==> config.mk <==
export PLATFORM = sky130hd
export DESIGN_NAME = iir_biquad_cascade
export DESIGN_NICKNAME = d
export VERILOG_FILES = /design/src/rtl/iir_biquad_cascade.sv
export SDC_FILE = /design/constraint.sdc
export NUM_CORES = 2
export LEC_CHECK = 0
export CORE_UTILIZATION = 35
export CTS_CLUSTER_SIZE = 30
export DETAILED_ROUTE_END_ITERATION = 10
export PLACE_DENSITY_LB_ADDON = 0.25
export SLEW_MARGIN = 20
export SYNTH_ARGS = -nofsm -noshare
export SYNTH_HDL_FRONTEND = slang
export SYNTH_SLANG_ARGS = --single-unit
==> constraint.sdc <==
create_clock -name clk -period 27.9 [get_ports clk]
set_input_delay 4.185 -clock clk [delete_from_list [all_inputs] [get_ports clk]]
set_output_delay 4.185 -clock clk [all_outputs]
set_load 0.1 [all_outputs]
==> src/rtl/iir_biquad_cascade.sv <==
// Multi-channel cascaded Direct Form I biquad filter sharing one time-multiplexed MAC.
// Coefficients live in a small runtime-writable register file and default to passthrough.
module iir_biquad_cascade #(
  parameter int DATA_W   = 16,
  parameter int COEF_W   = 18,
  parameter int FRAC     = 16,
  parameter int SECTIONS = 4,
  parameter int CHANNELS = 2,
  parameter int ACC_W    = 48
) (
  input  logic                           clk,
  input  logic                           i_rst_n,
  input  logic                           lrclk_posedge,
  input  logic                           i_valid,
  input  logic [CHANNELS*DATA_W-1:0]     x_in,
  input  logic                           i_coef_we,
  input  logic [$clog2(SECTIONS*5)-1:0]  i_coef_addr,
  input  logic [COEF_W-1:0]              i_coef_data,
  output logic [CHANNELS*DATA_W-1:0]     audio_out,
  output logic                           o_valid,
  output logic                           o_busy,
  output logic                           o_overrun,
  output logic [2:0]                     fsm_state
);

  localparam int ADDR_W = $clog2(SECTIONS*5);
  localparam int NCOEF  = SECTIONS*5;
  localparam int CH_W   = (CHANNELS > 1) ? $clog2(CHANNELS) : 1;
  localparam int SEC_W  = (SECTIONS > 1) ? $clog2(SECTIONS) : 1;
  localparam int PROD_W = DATA_W + COEF_W;
  localparam logic [CH_W-1:0]         CH_LAST  = CH_W'(CHANNELS-1);
  localparam logic [SEC_W-1:0]        SEC_LAST = SEC_W'(SECTIONS-1);
  localparam logic signed [ACC_W-1:0] SAT_MAX  = ACC_W'((2**(DATA_W-1))-1);
  localparam logic signed [ACC_W-1:0] SAT_MIN  = ~SAT_MAX;

  // Handshake: lrclk_posedge is a one-cycle request accepted in IDLE or OUT (the
  // o_valid cycle); o_valid is a one-cycle pulse with audio_out stable from then on.
  typedef enum logic [2:0] {IDLE, LOAD, MAC, WB, OUT} state_t;

  state_t                     state;
  logic [CH_W-1:0]            ch_idx;
  logic [SEC_W-1:0]           sec_idx;
  logic [2:0]                 k_cnt;
  logic [CHANNELS*DATA_W-1:0] x_lat;
  logic [CHANNELS*DATA_W-1:0] res_q;
  logic [CHANNELS*DATA_W-1:0] out_next;
  logic signed [DATA_W-1:0]   cur_x;
  logic signed [ACC_W-1:0]    acc;

  logic signed [COEF_W-1:0]   coef [NCOEF];
  logic signed [DATA_W-1:0]   x1_h [CHANNELS][SECTIONS];
  logic signed [DATA_W-1:0]   x2_h [CHANNELS][SECTIONS];
  logic signed [DATA_W-1:0]   y1_h [CHANNELS][SECTIONS];
  logic signed [DATA_W-1:0]   y2_h [CHANNELS][SECTIONS];

  logic [ADDR_W-1:0]          c_idx;
  logic signed [COEF_W-1:0]   c_sel;
  logic signed [DATA_W-1:0]   d_sel;
  logic signed [PROD_W-1:0]   c_ext;
  logic signed [PROD_W-1:0]   d_ext;
  logic signed [PROD_W-1:0]   prod;
  logic signed [ACC_W-1:0]    shifted;
  logic signed [DATA_W-1:0]   y_sat;
  logic                       strobe_ok;

  assign fsm_state = state;
  assign strobe_ok = (state == IDLE) || (state == OUT);
  assign c_idx     = ADDR_W'(32'(sec_idx) * 5 + 32'(k_cnt));

  always_comb begin
    c_sel = coef[c_idx];
    case (k_cnt)
      3'd0:    d_sel = cur_x;
      3'd1:    d_sel = x1_h[ch_idx][sec_idx];
      3'd2:    d_sel = x2_h[ch_idx][sec_idx];
      3'd3:    d_sel = y1_h[ch_idx][sec_idx];
      default: d_sel = y2_h[ch_idx][sec_idx];
    endcase
  end

  assign c_ext   = PROD_W'(c_sel);
  assign d_ext   = PROD_W'(d_sel);
  assign prod    = c_ext * d_ext;
  assign shifted = acc >>> FRAC;

  always_comb begin
    if (shifted > SAT_MAX)      y_sat = SAT_MAX[DATA_W-1:0];
    else if (shifted < SAT_MIN) y_sat = SAT_MIN[DATA_W-1:0];
    else                        y_sat = shifted[DATA_W-1:0];
  end

  always_comb begin
    out_next = res_q;
    out_next[32'(ch_idx)*DATA_W +: DATA_W] = y_sat;
  end

  // Coefficients survive flushes; they only change while the datapath is idle.
  always_ff @(posedge clk or negedge i_rst_n) begin
    if (!i_rst_n) begin
      for (int i = 0; i < NCOEF; i++)
        coef[i] <= (i % 5 == 0) ? COEF_W'(1 << FRAC) : '0;
    end else if (i_coef_we && state == IDLE && !o_busy && (32'(i_coef_addr) < NCOEF)) begin
      coef[i_coef_addr] <= i_coef_data;
    end
  end

  always_ff @(posedge clk or negedge i_rst_n) begin
    if (!i_rst_n) begin
      state     <= IDLE;
      ch_idx    <= '0;
      sec_idx   <= '0;
      k_cnt     <= '0;
      x_lat     <= '0;
      res_q     <= '0;
      cur_x     <= '0;
      acc       <= '0;
      audio_out <= '0;
      o_valid   <= 1'b0;
      o_busy    <= 1'b0;
      o_overrun <= 1'b0;
      for (int c = 0; c < CHANNELS; c++)
        for (int s = 0; s < SECTIONS; s++) begin
          x1_h[c][s] <= '0;
          x2_h[c][s] <= '0;
          y1_h[c][s] <= '0;
          y2_h[c][s] <= '0;
        end
    end else if (!i_valid) begin
      state     <= IDLE;
      ch_idx    <= '0;
      sec_idx   <= '0;
      k_cnt     <= '0;
      res_q     <= '0;
      acc       <= '0;
      audio_out <= '0;
      o_valid   <= 1'b0;
      o_busy    <= 1'b0;
      o_overrun <= 1'b0;
      for (int c = 0; c < CHANNELS; c++)
        for (int s = 0; s < SECTIONS; s++) begin
          x1_h[c][s] <= '0;
          x2_h[c][s] <= '0;
          y1_h[c][s] <= '0;
          y2_h[c][s] <= '0;
        end
    end else begin
      o_valid <= 1'b0;
      if (lrclk_posedge && !strobe_ok)
        o_overrun <= 1'b1;
      case (state)
        IDLE, OUT: begin
          if (lrclk_posedge) begin
            state  <= LOAD;
            o_busy <= 1'b1;
          end else begin
            state <= IDLE;
          end
        end
        LOAD: begin
          x_lat   <= x_in;
          cur_x   <= x_in[DATA_W-1:0];
          ch_idx  <= '0;
          sec_idx <= '0;
          k_cnt   <= '0;
          state   <= MAC;
        end
        MAC: begin
          acc <= (k_cnt == 3'd0) ? ACC_W'(prod) : acc + ACC_W'(prod);
          if (k_cnt == 3'd4) state <= WB;
          else               k_cnt <= k_cnt + 3'd1;
        end
        WB: begin
          x2_h[ch_idx][sec_idx] <= x1_h[ch_idx][sec_idx];
          x1_h[ch_idx][sec_idx] <= cur_x;
          y2_h[ch_idx][sec_idx] <= y1_h[ch_idx][sec_idx];
          y1_h[ch_idx][sec_idx] <= y_sat;
          k_cnt <= '0;
          if (sec_idx == SEC_LAST) begin
            res_q   <= out_next;
            sec_idx <= '0;
            if (ch_idx == CH_LAST) begin
              audio_out <= out_next;
              o_valid   <= 1'b1;
              o_busy    <= 1'b0;
              state     <= OUT;
            end else begin
              ch_idx <= ch_idx + 1'b1;
              cur_x  <= x_lat[(32'(ch_idx)+1)*DATA_W +: DATA_W];
              state  <= MAC;
            end
          end else begin
            // Section output feeds the next section of the same channel.
            sec_idx <= sec_idx + 1'b1;
            cur_x   <= y_sat;
            state   <= MAC;
          end
        end
        default: state <= IDLE;
      endcase
    end
  end

endmodule

==> run metrics <==
multiplexer share of the synthesized area=0.172; simple-gate share of the synthesized area=0.0881; final core occ=0.397; CP Launch Type=register; CTS Buf Count=110; clk sinks=1012; worst hold path depth=2; Most used DFF post-synth=dfrtp_1; Total GRT Usage=0.203; GRT busiest layer=met2; Register-to-Register Path Depth=42; dpl hpwl=108 mm; CP endpoint kind=register; compound-gate portion of the synthesized area=0.112; vias=40200; Filler cells=16100; Final min period=13030 ps; Post-CTS Setup Bufs=0; Die Ht=410 µm; Slew HR=0.193; cell area after synthesis=58400 µm²; flops & latches, synth=1012; first-pass GRT wire length=264 mm; CTS root buffer=clkbuf_16; Vias/cell=5.44; final wirelength=169 mm; H-tree Lvls=3; Comb power frac=0.495; CP max FO=46; met3 Use GR=0.0308; Worst-Skew Late Latency=760 ps; RSZ-0062 raised after global routing=no; Reg clk slew, reported paths=60 ps; final setup TNS=0 ps; main combinational cell family by area after synthesis=multiplexers; core area=165000 µm²; Critical Path Most Common Cell=fa_1; max cap viols=0; CP max stage delay=730 ps; # rows=149; CTS max path bufs=3; gr ovfl total=0; layout cells sized above 1=0.189; Post-synth ARST share=1.00; Post-synth EDFFs=0; outcome=complete, no violations; Worst R2R End=acc[46]; Psw=2.68 mW; Peak Freq=76.7 MHz; IO buf count=97; register area share after synthesis=0.434; Final Hold Fails=0; area grow syn2layout=12.2%; Final period util=0.467; Mapped Cells=5170; starting density of the core=0.353; Yosys warning total=0; drt first-iter violations=2672; fin. max-slew vios=0; mean routed wirelength per cell=22.9 µm; I/O Pins=98; Worst Skew=85.6 ps; vias in the first global route=42300; Fin Hold WS=475 ps; Die Area=168000 µm²; Flop pwr share=0.265; P_int=3.56 mW; min-delay worst type=reg -> reg; final std cells w/o fill=7400; Antenna diodes=0; adder-cell share of the synthesized area=0.132; Crit-path slowest cell=buf_4; Post-Place Cells=7201; Worst EP arrival=13640 ps; pwr/cell area=95.3 nW/µm²; initial antenna violation count=2; Routed Antenna Nets=0; Hold Path Sink=x2_h[48]; met1 Usage GRT=0.272; Total Power=6.24 mW; met2 Use GR=0.342; highest ir drop seen on vdd=0.226 mV; post-synthesis xor/xnor area fraction=0.0124; CTS resizes=0; min-delay src=x2_h[48]; reg2reg start=sec_idx[0]; Pleak=30.2 nW; Worst EP required=28510 ps; worst slew pin tran=1210 ps; Syn Nets=5672; drt pass-1 iters=7; Final setup viols=0; Synth Area per Inst=11.3 µm²; DRC Markers=0; Die W=410 µm; largest net degree at the start of global routing=101; hold buffers post-CTS=0; Distinct cells, synth=73; switching part of the total=0.429; nets@finish=5627; setup slack, reg-to-reg=14870 ps; WS Path Type=reg -> reg; Clock power frac=0.239; gpl congestion=0.847; CTS tree=built
[kinds of logic (layout without fill, tap and decap cells)]
family,Yosys count,in the layout
AND/OR/NAND/NOR,1186,1186
AO/OA/AOI/OAI,1045,1045
flip-flops,1012,1012
buffers and inverters,722,763
multiplexers,681,681
adder cells (fa/ha/maj),442,442
XOR/XNOR,82,82
[per-stage QoR]
step           setup slack, ps  cell area, µm²
2_1_floorplan            16730           58400
3_3_place_gp             15170           61800
3_5_place_dp             14980           61800
4_1_cts                  14880           65500
5_1_grt                  14030           65500
6_report                 14870           65500
[worst max-delay path, delay by kind of cell (launching register included)]
family | cells | cell delay, ps
adder cells (fa/ha/maj) | 8 | 3870
multiplexers | 2 | 680
AND/OR/NAND/NOR | 5 | 600
AO/OA/AOI/OAI | 16 | 3870
flip-flops | 1 | 640
buffers and inverters | 9 | 2810
XOR/XNOR | 2 | 320
[Yosys cell counts (10+ instances only)]
master,n,share of area
a2111oi_0,17,0.0026
a21boi_0,30,0.0039
a21o_1,44,0.0057
a21oi_1,189,0.016
a22o_1,140,0.021
a22oi_1,11,0.0014
a31o_2,10,0.0015
a31oi_1,12,0.0013
and2_1,13,0.0014
and3_1,19,0.0020
buf_1,14,0.00090
buf_2,61,0.0052
clkbuf_1,281,0.018
dfrtp_1,1008,0.43
fa_1,293,0.10
ha_1,149,0.032
inv_1,351,0.023
mux2_2,394,0.076
mux2i_1,69,0.012
mux4_2,218,0.084
nand2_1,597,0.038
nand2b_1,52,0.0056
nand3_1,24,0.0021
nand4_1,16,0.0017
nor2_1,309,0.020
nor2b_1,102,0.011
nor3_1,14,0.0012
o211a_1,32,0.0055
o21a_1,11,0.0014
o21ai_0,428,0.037
o21ai_1,24,0.0021
o21bai_1,15,0.0019
o22a_1,10,0.0015
o22ai_1,25,0.0027
or2_2,12,0.0013
xnor2_1,56,0.0084
xor2_1,25,0.0038
[power groups by stage]
stage	Sequential, mW	Combinational, mW	Clock (mW)
after floorplan	1.64	2.08	0
after global placement	1.68	3.08	0
after detailed placement	1.68	3.09	0
after CTS	1.66	3.11	1.53
after global routing	1.67	3.42	1.58
final	1.66	3.09	1.49
[cell usage in the layout (no fill, tap or decap), types with 10 or more instances in the layout]
| cell | count |
|---|---|
| ha_1 | 147 |
| clkbuf_1 | 26 |
| o21bai_1 | 15 |
| a22oi_1 | 11 |
| xor2_1 | 25 |
| and3_1 | 18 |
| o22a_1 | 10 |
| nand3_1 | 20 |
| clkbuf_16 | 111 |
| a31o_2 | 10 |
| nand2b_1 | 51 |
| xnor2_1 | 56 |
| or2_2 | 12 |
| clkbuf_8 | 29 |
| and2_1 | 11 |
| dfrtp_1 | 1006 |
| nor2b_1 | 100 |
| nor2_4 | 10 |
| buf_4 | 111 |
| nand2_1 | 593 |
| clkinv_2 | 16 |
| o211a_1 | 32 |
| mux2_2 | 394 |
| nand4_1 | 16 |
| nor3_1 | 13 |
| fa_1 | 293 |
| a21oi_1 | 189 |
| o21ai_1 | 24 |
| o21ai_0 | 428 |
| mux4_2 | 218 |
| clkdlybuf4s50_1 | 95 |
| inv_1 | 350 |
| a2111oi_0 | 17 |
| nor2_1 | 294 |
| mux2i_1 | 67 |
| a22o_1 | 140 |
| a21o_1 | 44 |
| o21a_1 | 10 |
| a21boi_0 | 24 |
| o22ai_1 | 24 |
[routing by layer]
metal	up-vias	share of wire
met2	933	0.49
met5	-	0.00013
met4	4	0.026
li1	17700	-
met3	256	0.048
met1	21300	0.44
[worst max-delay path by stage]
stage / start / depth (start not counted) / slack (ps) / endpoint
after detailed placement: sec_idx[0] / 42 / 14980 / acc[46]
after floorplan: sec_idx[1] / 41 / 16730 / acc[46]
after CTS: sec_idx[0] / 42 / 14880 / acc[46]
after global placement: sec_idx[0] / 42 / 15170 / acc[46]
final: sec_idx[0] / 42 / 14870 / acc[46]
after global routing: sec_idx[0] / 42 / 14030 / acc[46]
[area by class of cell]
class	instances	area [µm²]	share of cell area
clock buffers	166	3270	0.0500
well taps	2189	2740	0.0418
multi-input cells	3436	30500	0.466
flip-flops and latches	1012	25300	0.387
inverters	354	1330	0.0203
repair buffers	211	1870	0.0285
clock inverters	32	443	0.00676
[state kept, by name (all words and copies together), names as in the netlist]
name and cells:
coef 360, x1_h 128, x2_h 128, y1_h 128
y2_h 128, acc 48, audio_out 32, cur_x 16
res_q 16, x_lat 16, fsm_state 3, k_cnt 3
sec_idx 2, ch_idx 1, o_busy 1, o_overrun 1
o_valid 1
(Power assumes the default switching activity.)
